--- config.mk ---
export PLATFORM = sky130hd
export DESIGN_NAME = ika87ad_mcsequencer_flat
export DESIGN_NICKNAME = d
export VERILOG_FILES = /design/src/rtl/ika87ad_mcsequencer_if.sv /design/src/rtl/ika87ad_mcsequencer.sv /design/src/flat_wrapper.sv
export SDC_FILE = /design/constraint.sdc
export NUM_CORES = 1
export LEC_CHECK = 0
export ABC_CLOCK_PERIOD_IN_PS = 3150
export CAP_MARGIN = 20
export CORE_ASPECT_RATIO = 1.2
export CORE_UTILIZATION = 30
export CTS_CLUSTER_DIAMETER = 200
export DETAILED_ROUTE_END_ITERATION = 10
export SLEW_MARGIN = 10
export SYNTH_ARGS = -nofsm -noshare
export SYNTH_HDL_FRONTEND = slang
export SYNTH_SLANG_ARGS = --single-unit
--- constraint.sdc ---
create_clock -name i_CLK -period 3.15 [get_ports i_CLK]
set_input_delay 0.7875 -clock i_CLK [delete_from_list [all_inputs] [get_ports i_CLK]]
set_output_delay 0.7875 -clock i_CLK [all_outputs]
set_load 0.05 [all_outputs]
--- src/rtl/ika87ad_mcsequencer_if.sv ---
// Signal bundle between the microcode sequencer and its decoder, ROM,
// bus controller and flag logic. Names keep the sequencer's point of view.
interface ika87ad_mcsequencer_if #(
  parameter int MC_W = 18
);
  logic            i_CEN;
  logic            i_DEC_VALID;
  logic [7:0]      i_DEC_ADDR;
  logic [MC_W-1:0] i_MCROM_DATA;
  logic            i_BUS_DONE;
  logic            i_SKIP_COND;
  logic            i_ABORT;
  logic            o_MCROM_READ_TICK;
  logic [7:0]      o_MCROM_ADDR;
  logic [MC_W-1:0] o_MC_WORD;
  logic            o_MC_VALID;
  logic            o_BUS_REQ;
  logic [1:0]      o_BUS_CODE;
  logic            o_IRD;
  logic            o_SKIP_PEND;
  logic            o_SEQ_ERR;

  // The sequencer itself
  modport master (
    input  i_CEN, i_DEC_VALID, i_DEC_ADDR, i_MCROM_DATA,
           i_BUS_DONE, i_SKIP_COND, i_ABORT,
    output o_MCROM_READ_TICK, o_MCROM_ADDR, o_MC_WORD, o_MC_VALID,
           o_BUS_REQ, o_BUS_CODE, o_IRD, o_SKIP_PEND, o_SEQ_ERR
  );

  // Everything around the sequencer
  modport slave (
    output i_CEN, i_DEC_VALID, i_DEC_ADDR, i_MCROM_DATA,
           i_BUS_DONE, i_SKIP_COND, i_ABORT,
    input  o_MCROM_READ_TICK, o_MCROM_ADDR, o_MC_WORD, o_MC_VALID,
           o_BUS_REQ, o_BUS_CODE, o_IRD, o_SKIP_PEND, o_SEQ_ERR
  );
endinterface

--- src/rtl/ika87ad_mcsequencer.sv ---
// Microcode sequencer: waits in decode-wait (IRD) for an entry point, then
// loops fetch -> latch -> bus wait over consecutive microwords until a word
// with END set (or an abort) finishes the instruction.
module ika87ad_mcsequencer #(
  parameter logic [7:0] IRD_ADDR = 8'hFF,
  parameter int         MC_W     = 18
) (
  input logic                   i_CLK,
  input logic                   i_RST_n,
  ika87ad_mcsequencer_if.master bus
);

  // Microword control bits; [17:16] MCTYPE is only passed through
  localparam int END_BIT     = 15;
  localparam int SKIPCHK_BIT = 14;

  typedef enum logic [1:0] {
    ST_IRD     = 2'd0,
    ST_FETCH   = 2'd1,
    ST_LATCH   = 2'd2,
    ST_BUSWAIT = 2'd3
  } state_e;

  state_e          state_q, state_d;
  logic [7:0]      addr_q, addr_d;
  logic [MC_W-1:0] mc_word_q, mc_word_d;
  logic            mc_valid_q, mc_valid_d;
  logic            bus_req_q, bus_req_d;
  logic [1:0]      bus_code_q, bus_code_d;
  logic            skip_pend_q, skip_pend_d;
  logic            seq_err_q, seq_err_d;
  logic            abort_pend_q, abort_pend_d;

  logic            abort_any;
  logic            word_end;
  logic            ird;
  logic            read_tick;
  logic [7:0]      rom_addr;

  // An abort raised at any point of the bus wait takes effect at bus done
  assign abort_any = abort_pend_q | bus.i_ABORT;
  assign word_end  = mc_word_q[END_BIT];

  // State register; nothing advances while the processor clock enable is low
  always_ff @(posedge i_CLK) begin
    // NOTE: sequential state uses non-blocking assignments so every register
    // samples the pre-edge values, independent of process ordering.
    if (!i_RST_n)       state_q <= ST_IRD;
    else if (bus.i_CEN) state_q <= state_d;
  end

  // Next-state selection
  always_comb begin
    // NOTE: default first so no path leaves state_d unassigned (no latch).
    state_d = state_q;
    case (state_q)
      ST_IRD:     if (bus.i_DEC_VALID) state_d = ST_FETCH;
      ST_FETCH:   state_d = bus.i_ABORT ? ST_IRD : ST_LATCH;
      ST_LATCH:   state_d = bus.i_ABORT ? ST_IRD : ST_BUSWAIT;
      ST_BUSWAIT: if (bus.i_BUS_DONE) state_d = (abort_any || word_end) ? ST_IRD : ST_FETCH;
      default:    state_d = ST_IRD;
    endcase
  end

  // State-decoded outputs; the read tick is gated so it never repeats while stalled
  always_comb begin
    ird       = (state_q == ST_IRD);
    read_tick = (state_q == ST_FETCH) && bus.i_CEN;
    rom_addr  = ird ? IRD_ADDR : addr_q;
  end

  // Datapath next values: address, latched word, bus request, skip and error flags
  always_comb begin
    addr_d       = addr_q;
    mc_word_d    = mc_word_q;
    mc_valid_d   = 1'b0;
    bus_req_d    = bus_req_q;
    bus_code_d   = bus_code_q;
    skip_pend_d  = skip_pend_q;
    seq_err_d    = seq_err_q;
    abort_pend_d = abort_pend_q;
    case (state_q)
      ST_IRD: begin
        // Decode wins over a simultaneous abort: abort is not looked at here
        if (bus.i_DEC_VALID) addr_d = bus.i_DEC_ADDR;
      end
      ST_LATCH: begin
        if (!bus.i_ABORT) begin
          mc_word_d  = bus.i_MCROM_DATA;
          mc_valid_d = 1'b1;
          bus_req_d  = 1'b1;
          bus_code_d = bus.i_MCROM_DATA[1:0];
        end
      end
      ST_BUSWAIT: begin
        if (bus.i_BUS_DONE) begin
          bus_req_d    = 1'b0;
          abort_pend_d = 1'b0;
          // END always updates the skip flag; only SKIPCHK lets the condition in
          if (word_end) skip_pend_d = mc_word_q[SKIPCHK_BIT] & bus.i_SKIP_COND;
          if (!abort_any && !word_end) begin
            addr_d = addr_q + 8'd1;
            if (addr_q == 8'hFF) seq_err_d = 1'b1;
          end
        end else if (bus.i_ABORT) begin
          abort_pend_d = 1'b1;
        end
      end
      default: ;
    endcase
  end

  // Datapath registers; synchronous reset overrides the clock enable
  always_ff @(posedge i_CLK) begin
    if (!i_RST_n) begin
      addr_q       <= IRD_ADDR;
      mc_word_q    <= '0;
      mc_valid_q   <= 1'b0;
      bus_req_q    <= 1'b0;
      bus_code_q   <= 2'b00;
      skip_pend_q  <= 1'b0;
      seq_err_q    <= 1'b0;
      abort_pend_q <= 1'b0;
    end else if (bus.i_CEN) begin
      addr_q       <= addr_d;
      mc_word_q    <= mc_word_d;
      mc_valid_q   <= mc_valid_d;
      bus_req_q    <= bus_req_d;
      bus_code_q   <= bus_code_d;
      skip_pend_q  <= skip_pend_d;
      seq_err_q    <= seq_err_d;
      abort_pend_q <= abort_pend_d;
    end
  end

  // The valid strobe only counts on an enabled cycle, so a stall cannot duplicate it
  assign bus.o_MCROM_READ_TICK = read_tick;
  assign bus.o_MCROM_ADDR      = rom_addr;
  assign bus.o_MC_WORD         = mc_word_q;
  assign bus.o_MC_VALID        = mc_valid_q & bus.i_CEN;
  assign bus.o_BUS_REQ         = bus_req_q;
  assign bus.o_BUS_CODE        = bus_code_q;
  assign bus.o_IRD             = ird;
  assign bus.o_SKIP_PEND       = skip_pend_q;
  assign bus.o_SEQ_ERR         = seq_err_q;

endmodule

--- src/flat_wrapper.sv ---
// flat-port wrapper written by rule: the top's interface ports become plain ports
module ika87ad_mcsequencer_flat 
#(
  parameter logic [7:0] IRD_ADDR = 8'hFF,
  parameter int         MC_W     = 18
)
  (i_CLK, i_RST_n, bus_i_CEN, bus_i_DEC_VALID, bus_i_DEC_ADDR, bus_i_MCROM_DATA, bus_i_BUS_DONE, bus_i_SKIP_COND, bus_i_ABORT, bus_o_MCROM_READ_TICK, bus_o_MCROM_ADDR, bus_o_MC_WORD, bus_o_MC_VALID, bus_o_BUS_REQ, bus_o_BUS_CODE, bus_o_IRD, bus_o_SKIP_PEND, bus_o_SEQ_ERR);
  ika87ad_mcsequencer_if #(.MC_W(MC_W)) bus_i ();
  input logic i_CLK;
  input logic i_RST_n;
  input wire logic [$bits(bus_i.i_CEN)-1:0] bus_i_CEN;
  input wire logic [$bits(bus_i.i_DEC_VALID)-1:0] bus_i_DEC_VALID;
  input wire logic [$bits(bus_i.i_DEC_ADDR)-1:0] bus_i_DEC_ADDR;
  input wire logic [$bits(bus_i.i_MCROM_DATA)-1:0] bus_i_MCROM_DATA;
  input wire logic [$bits(bus_i.i_BUS_DONE)-1:0] bus_i_BUS_DONE;
  input wire logic [$bits(bus_i.i_SKIP_COND)-1:0] bus_i_SKIP_COND;
  input wire logic [$bits(bus_i.i_ABORT)-1:0] bus_i_ABORT;
  output wire logic [$bits(bus_i.o_MCROM_READ_TICK)-1:0] bus_o_MCROM_READ_TICK;
  output wire logic [$bits(bus_i.o_MCROM_ADDR)-1:0] bus_o_MCROM_ADDR;
  output wire logic [$bits(bus_i.o_MC_WORD)-1:0] bus_o_MC_WORD;
  output wire logic [$bits(bus_i.o_MC_VALID)-1:0] bus_o_MC_VALID;
  output wire logic [$bits(bus_i.o_BUS_REQ)-1:0] bus_o_BUS_REQ;
  output wire logic [$bits(bus_i.o_BUS_CODE)-1:0] bus_o_BUS_CODE;
  output wire logic [$bits(bus_i.o_IRD)-1:0] bus_o_IRD;
  output wire logic [$bits(bus_i.o_SKIP_PEND)-1:0] bus_o_SKIP_PEND;
  output wire logic [$bits(bus_i.o_SEQ_ERR)-1:0] bus_o_SEQ_ERR;
  assign bus_i.i_CEN = bus_i_CEN;
  assign bus_i.i_DEC_VALID = bus_i_DEC_VALID;
  assign bus_i.i_DEC_ADDR = bus_i_DEC_ADDR;
  assign bus_i.i_MCROM_DATA = bus_i_MCROM_DATA;
  assign bus_i.i_BUS_DONE = bus_i_BUS_DONE;
  assign bus_i.i_SKIP_COND = bus_i_SKIP_COND;
  assign bus_i.i_ABORT = bus_i_ABORT;
  assign bus_o_MCROM_READ_TICK = bus_i.o_MCROM_READ_TICK;
  assign bus_o_MCROM_ADDR = bus_i.o_MCROM_ADDR;
  assign bus_o_MC_WORD = bus_i.o_MC_WORD;
  assign bus_o_MC_VALID = bus_i.o_MC_VALID;
  assign bus_o_BUS_REQ = bus_i.o_BUS_REQ;
  assign bus_o_BUS_CODE = bus_i.o_BUS_CODE;
  assign bus_o_IRD = bus_i.o_IRD;
  assign bus_o_SKIP_PEND = bus_i.o_SKIP_PEND;
  assign bus_o_SEQ_ERR = bus_i.o_SEQ_ERR;
  ika87ad_mcsequencer #(.IRD_ADDR(IRD_ADDR), .MC_W(MC_W)) u_core (.i_CLK(i_CLK), .i_RST_n(i_RST_n), .bus(bus_i));
endmodule
==> flow_metrics.py <==
metrics = {
    "outcome": {
        "status": "finished, final reports clean",
    },
    "sta": {
        "grt_setup_unrepaired": "no",
        "fin_crit_ps": 2730,
        "setup_ws_ps": 422,
        "fin_crit_sh": 0.866,
        "slew_headroom": 0.427,
        "tightest_slew_ps": 857,
        "fin_skew_ps": 4.13,
        "max_freq_mhz": 367,
        "finalHoldViolCount": 0,
        "tns_ps": 0,
        "maxSlewViolCount": 0,
        "finalSetupViolations": 0,
    },
    "global_route": {
        "grt_pass1_vias": 1505,
        "grt_pass1_wl_mm": 6.94,
        "grtUsageMet1": 0.191,
        "grt.busiest_layer": "met2",
        "grt_start_max_net_pins": 27,
        "antenna_found_initial": 0,
        "grt.total_usage": 0.166,
        "grt_util_met2": 0.272,
        "grt.met3_usage": 0.0583,
        "grt_overflow_total": 0,
    },
    "clock_tree": {
        "clk_latency_ps": 280,
        "clkSlewWorstSetupHoldPaths_ps": 60,
        "cts_setup_buffers": 0,
        "cts_tree": "yes",
        "cts_num_sinks": 33,
        "htreeDepth": 2,
        "cts_buffers": 5,
        "clockBufferDepth": 2,
        "cts_root_buf": "clkbuf_8",
        "cts_hold_buf": 0,
        "post_cts_resized": 0,
    },
    "yosys": {
        "synth-async-reset-ratio": 0,
        "syn_inst": 195,
        "synth_nets": 229,
        "yosysWarnings": 0,
        "ys_ff_latch": 33,
        "synth_edf_count": 0,
        "synth_flop_cell": "dfxtp_1",
        "synth_area_per_cell_um2": 8.21,
        "ys_types": 39,
        "ys_seq_area_frac": 0.413,
        "mappedNetlistArea_um2": 1600,
    },
    "flow_run": {
        "drv_cap": 0,
    },
    "worst_setup_path": {
        "cp.required_ps": 2360,
        "path_max_fanout": 9,
        "reg2reg_slack_ps": 1570,
        "cp-start-kind": "flop",
        "crit_arrival_ps": 1940,
        "path_class": "reg -> out",
        "cp-end-kind": "output pin",
    },
    "place": {
        "place_inst": 312,
        "portBuffers": 66,
        "pre_cts_ws_ps": 486,
        "gp_congestion": 0.832,
        "place_hpwl_mm": 2.95,
    },
    "detailed_routing": {
        "post_drt_via_cell_ratio": 4.87,
        "wl_per_cell_um": 12.9,
        "drc": 0,
        "drt_iter0_drc": 123,
        "postRouteWirelength_mm": 4.14,
        "ant_nets": 0,
        "dr.pass1.iters": 6,
        "vias": 1557,
    },
    "cells_and_area": {
        "fin_cells": 320,
        "diodes": 0,
        "drive_above_1_share": 0.123,
        "most-common-layout-cells": "clkdlybuf4s50_1, nand2_1, dfxtp_1, a21boi_0, a21oi_1",
        "utilization": 0.474,
        "finish.net_count": 293,
        "final_common_cell": "clkdlybuf4s50_1",
        "area_growth_pct": 49.6,
    },
    "pwr": {
        "p_leak_uw": 0.000828,
        "peakVddDrop_v": 0.000186,
        "power_uw": 870,
        "power-per-cell-area_nw_per_um2": 363,
    },
    "hold_path": {
        "hold_class": "reg -> reg",
    },
    "floorplan": {
        "start_util": 0.317,
        "num_rows": 28,
        "dieArea_um2": 5630,
        "io_pins": 67,
        "chipHeight_um": 82.0,
        "design.core.area_um2": 5040,
        "die_w_um": 68.7,
    },
}
critical path: stages (launching register included):
cell and delay (ps):
dfxtp_1 320, nor2_1 240, buf_4 210, or2_2 110
clkdlybuf4s50_1 780
layout make-up:
cell class                      instances  area, um2
Tap cell                               60       75.1
Clock inverter                          2       10.0
Timing Repair Buffer                   72        726
Multi-Input combinational cell        146        846
Clock buffer                            6       72.6
Fill cell                             521       2650
Sequential cell                        33        661
Inverter                                1       3.75
cells by family after synthesis:
| kind of cell | Yosys count | share of synthesized area |
|---|---|---|
| compound gates | 55 | 0.238 |
| fa+ha+maj | 1 | 0.00782 |
| buf+inv | 16 | 0.0618 |
| flops | 33 | 0.413 |
| mux | 2 | 0.0125 |
| simple gates | 88 | 0.267 |
Yosys cell counts, drive strengths merged, types with 2 or more instances:
master	n	area share
a21oi	12	0.038
nand4	2	0.0078
a21boi	19	0.089
nor3	2	0.0063
a31oi	3	0.012
nand2	44	0.10
clkbuf	3	0.0070
o21ai	9	0.028
nor2	11	0.026
buf	12	0.052
and3	3	0.015
nor2b	3	0.012
nand3	4	0.013
nor3b	2	0.0094
mux2i	2	0.013
and2	2	0.0078
dfxtp	33	0.41
a211oi	2	0.0094
or2	8	0.031
and4	3	0.018
nand2b	3	0.013
report_power, final:
group	internal, uW	switching, uW	leakage, uW	total, uW
sequential	425	8.53	0.000267	434
clock	153	149	0.0000450	302
combinational	71.7	62.7	0.000515	134
flip-flops by register name, indices dropped and copies added (netlist names):
signal                  flops
u_core.bus.o_MC_WORD       17
u_core.state_q              2
u_core.bus.o_SKIP_PEND      1
u_core.bus.o_SEQ_ERR        1
u_core.addr_q               8
u_core.bus.o_BUS_CODE       1
u_core.bus.o_BUS_REQ        1
u_core.mc_valid_q           1
u_core.abort_pend_q         1
path summary, 6_finish.rpt:
path / cells after the start / endpoint / from
min reg2reg: 2 / u_core.bus.o_SKIP_PEND / u_core.bus.o_SKIP_PEND
max: 4 / bus_o_MCROM_ADDR[4] / u_core.state_q[1]
max reg2reg: 5 / u_core.addr_q[7] / u_core.state_q[0]
min: 2 / u_core.bus.o_SKIP_PEND / u_core.bus.o_SKIP_PEND
per-layer routing:
| metal | vias up | share of wire |
|---|---|---|
| met3 | 9 | 0.078 |
| li1 | 800 | - |
| met5 | - | 0 |
| met4 | 0 | 0.021 |
| met2 | 51 | 0.48 |
| met1 | 697 | 0.42 |
through the flow:
step | hold slack [ps] | area [um2]
5_1_grt | 482 | 2390
2_1_floorplan | 470 | 1600
3_5_place_dp | 457 | 2310
6_report | 458 | 2390
3_3_place_gp | 448 | 2310
4_1_cts | 465 | 2390
Power figures use the tool's default switching activity.
==> variant, RTL diff (config.mk and constraints unchanged) <==
Re-encode `state_e` (4 states) as Gray code, 2 bits wide.
--- a/src/rtl/ika87ad_mcsequencer.sv
+++ b/src/rtl/ika87ad_mcsequencer.sv
@@ -17,6 +17,6 @@
   typedef enum logic [1:0] {
-    ST_IRD     = 2'd0,
-    ST_FETCH   = 2'd1,
-    ST_LATCH   = 2'd2,
-    ST_BUSWAIT = 2'd3
+    ST_IRD     = 2'b00,
+    ST_FETCH   = 2'b01,
+    ST_LATCH   = 2'b11,
+    ST_BUSWAIT = 2'b10
   } state_e;
Function: no difference found for any inputs over 10 cycles, from zero or initial values and one cycle with i_RST_n low; not proved beyond that.
==> variant against the unedited design <==
- count of clock-buffer cells in the layout rose by 1
- worst setup slack got worse by 0.076 ns
- register-to-register slack got worse by 0.33 ns
- clock skew rose by 0.0019 ns
- largest cell class unchanged
- sequential cell count did not move
- critical endpoint is now bus_o_MCROM_ADDR[0]
- total power rose by 6.0%
- die area did not move
- critical path depth fell by 1
- utilization rose by 0.099 points
- routed wire length fell by 4.1%
- area after synthesis did not move
- design area rose by 0.21%
==> variant: results (changes against the unedited design) <==
Status
  • Status: finished clean

Place
  • Post-Place Worst Slack: 0.546 ns (+0.0599 ns)
  • Post-DP HPWL: 2800 um (-5.2%)
  • Final GP Congestion: 0.811 (-2.5%)
  • Placed Cells: 314 (+0.64%)
  • Post-Place Cell Area: 0.00230 mm^2 (-0.60%)

Drt
  • Mean number of vias per cell: 4.87 (+0.14%)
  • Final WL: 3970 um (-4.1%)
  • Metal-1 WL: 1780 um (+1.3%)
  • Routed length on met2: 1780 um (-10%)
  • First DRT Iteration DRCs: 92 (-25%)
  • DR pass1 iterations: 4 (-2)

Power
  • Peak supply drop: 0.204 mV (+9.5%)
  • Psw: 0.230 mW (+4.5%)
  • Clock power frac: 38.5% (+3.8 points)
  • Tot Pwr: 0.922 mW (+6.0%)

Setup path
  • Launch point of the worst reg-to-reg path: u_core.state_q[1]
  • Largest stage delay, worst path: 0.70 ns (-0.08 ns)
  • R2R cell count: 5 (unchanged)
  • Reg2reg setup slack: 1.24 ns (-0.33 ns)
  • Critical Path AT: 2.02 ns (+0.08 ns)
  • Worst-path maximum fanout: 12 (+3)

Global routing
  • GR Layer Usage met3: 5.42% (-0.42 points)
  • Met1 GRT Util: 18.0% (-1.2 points)
  • Vias in the first global route: 1420 (-5.6%)
  • Met2 usage: 24.7% (-2.5 points)
  • Largest net degree at the start of global routing: 21 (-22%)
  • First-pass GRT wire length: 6420 um (-7.5%)

Synthesis
  • Syn_nets: 231 (+0.87%)
  • Commonest cells post-synth: nand2_1 (46), dfxtp_1 (33), a21boi_1 (19)
  • Unique cell type count in the Yosys netlist: 38 (-2.6%)
  • Syn_area_per_cell: 8.12 um^2 (-1.0%)
  • Leading post-synthesis cells by cell area: dfxtp_1 (41%), nand2_1 (11%), a21boi_1 (8.9%), nor2_1 (3.0%), buf_6 (2.8%)

Cells and area
  • Nets: 295 (+0.68%)
  • Final std cells w/o fill: 322 (+0.63%)
  • Layout cells sized above 1: 11.1% (-1.2 points)
  • Fill count: 519 (-0.38%)

Timing
  • WHS: 0.450 ns (-0.00810 ns)
  • Setup Skew: 0.00606 ns (+0.00193 ns)
  • Slew @ Worst Pin: 0.721 ns (-0.136 ns)

Min path
  • Hold EP: u_core.bus.o_MC_WORD[10]
  • HP Class: flip-flop to flip-flop
[variant: cell count changes in the layout (fill, tap and decap cells not counted), moves of 3 or more]
cell | before | now
a21boi_1 | 0 | 19
a21boi_0 | 19 | 1
o21ai_1 | 0 | 6
a21oi_1 | 12 | 7
o21a_1 | 1 | 5
nor3_1 | 2 | 5
[variant: cell type report]
cell class | count | share of cell area, %
well taps | 60 | 3.13
clock inverters | 1 | 0.209
flip-flops and latches | 33 | 27.5
repair buffers | 71 | 29.9
multi-input cells | 149 | 35.0
inverters | 1 | 0.156
clock buffers | 7 | 4.02
[variant: cell families (layout without fill, tap and decap cells)]
| group | count (synthesis) | count (layout) | share of synthesized area (%) |
|---|---|---|---|
| DFF | 33 | 33 | 41.3 |
| and+or+nand+nor | 95 | 95 | 29.2 |
| muxes | 1 | 1 | 0.626 |
| buffers and inverters | 15 | 80 | 6.25 |
| AOI/OAI and AO/OA | 52 | 52 | 21.9 |
| adders and majority gates | 1 | 1 | 0.782 |
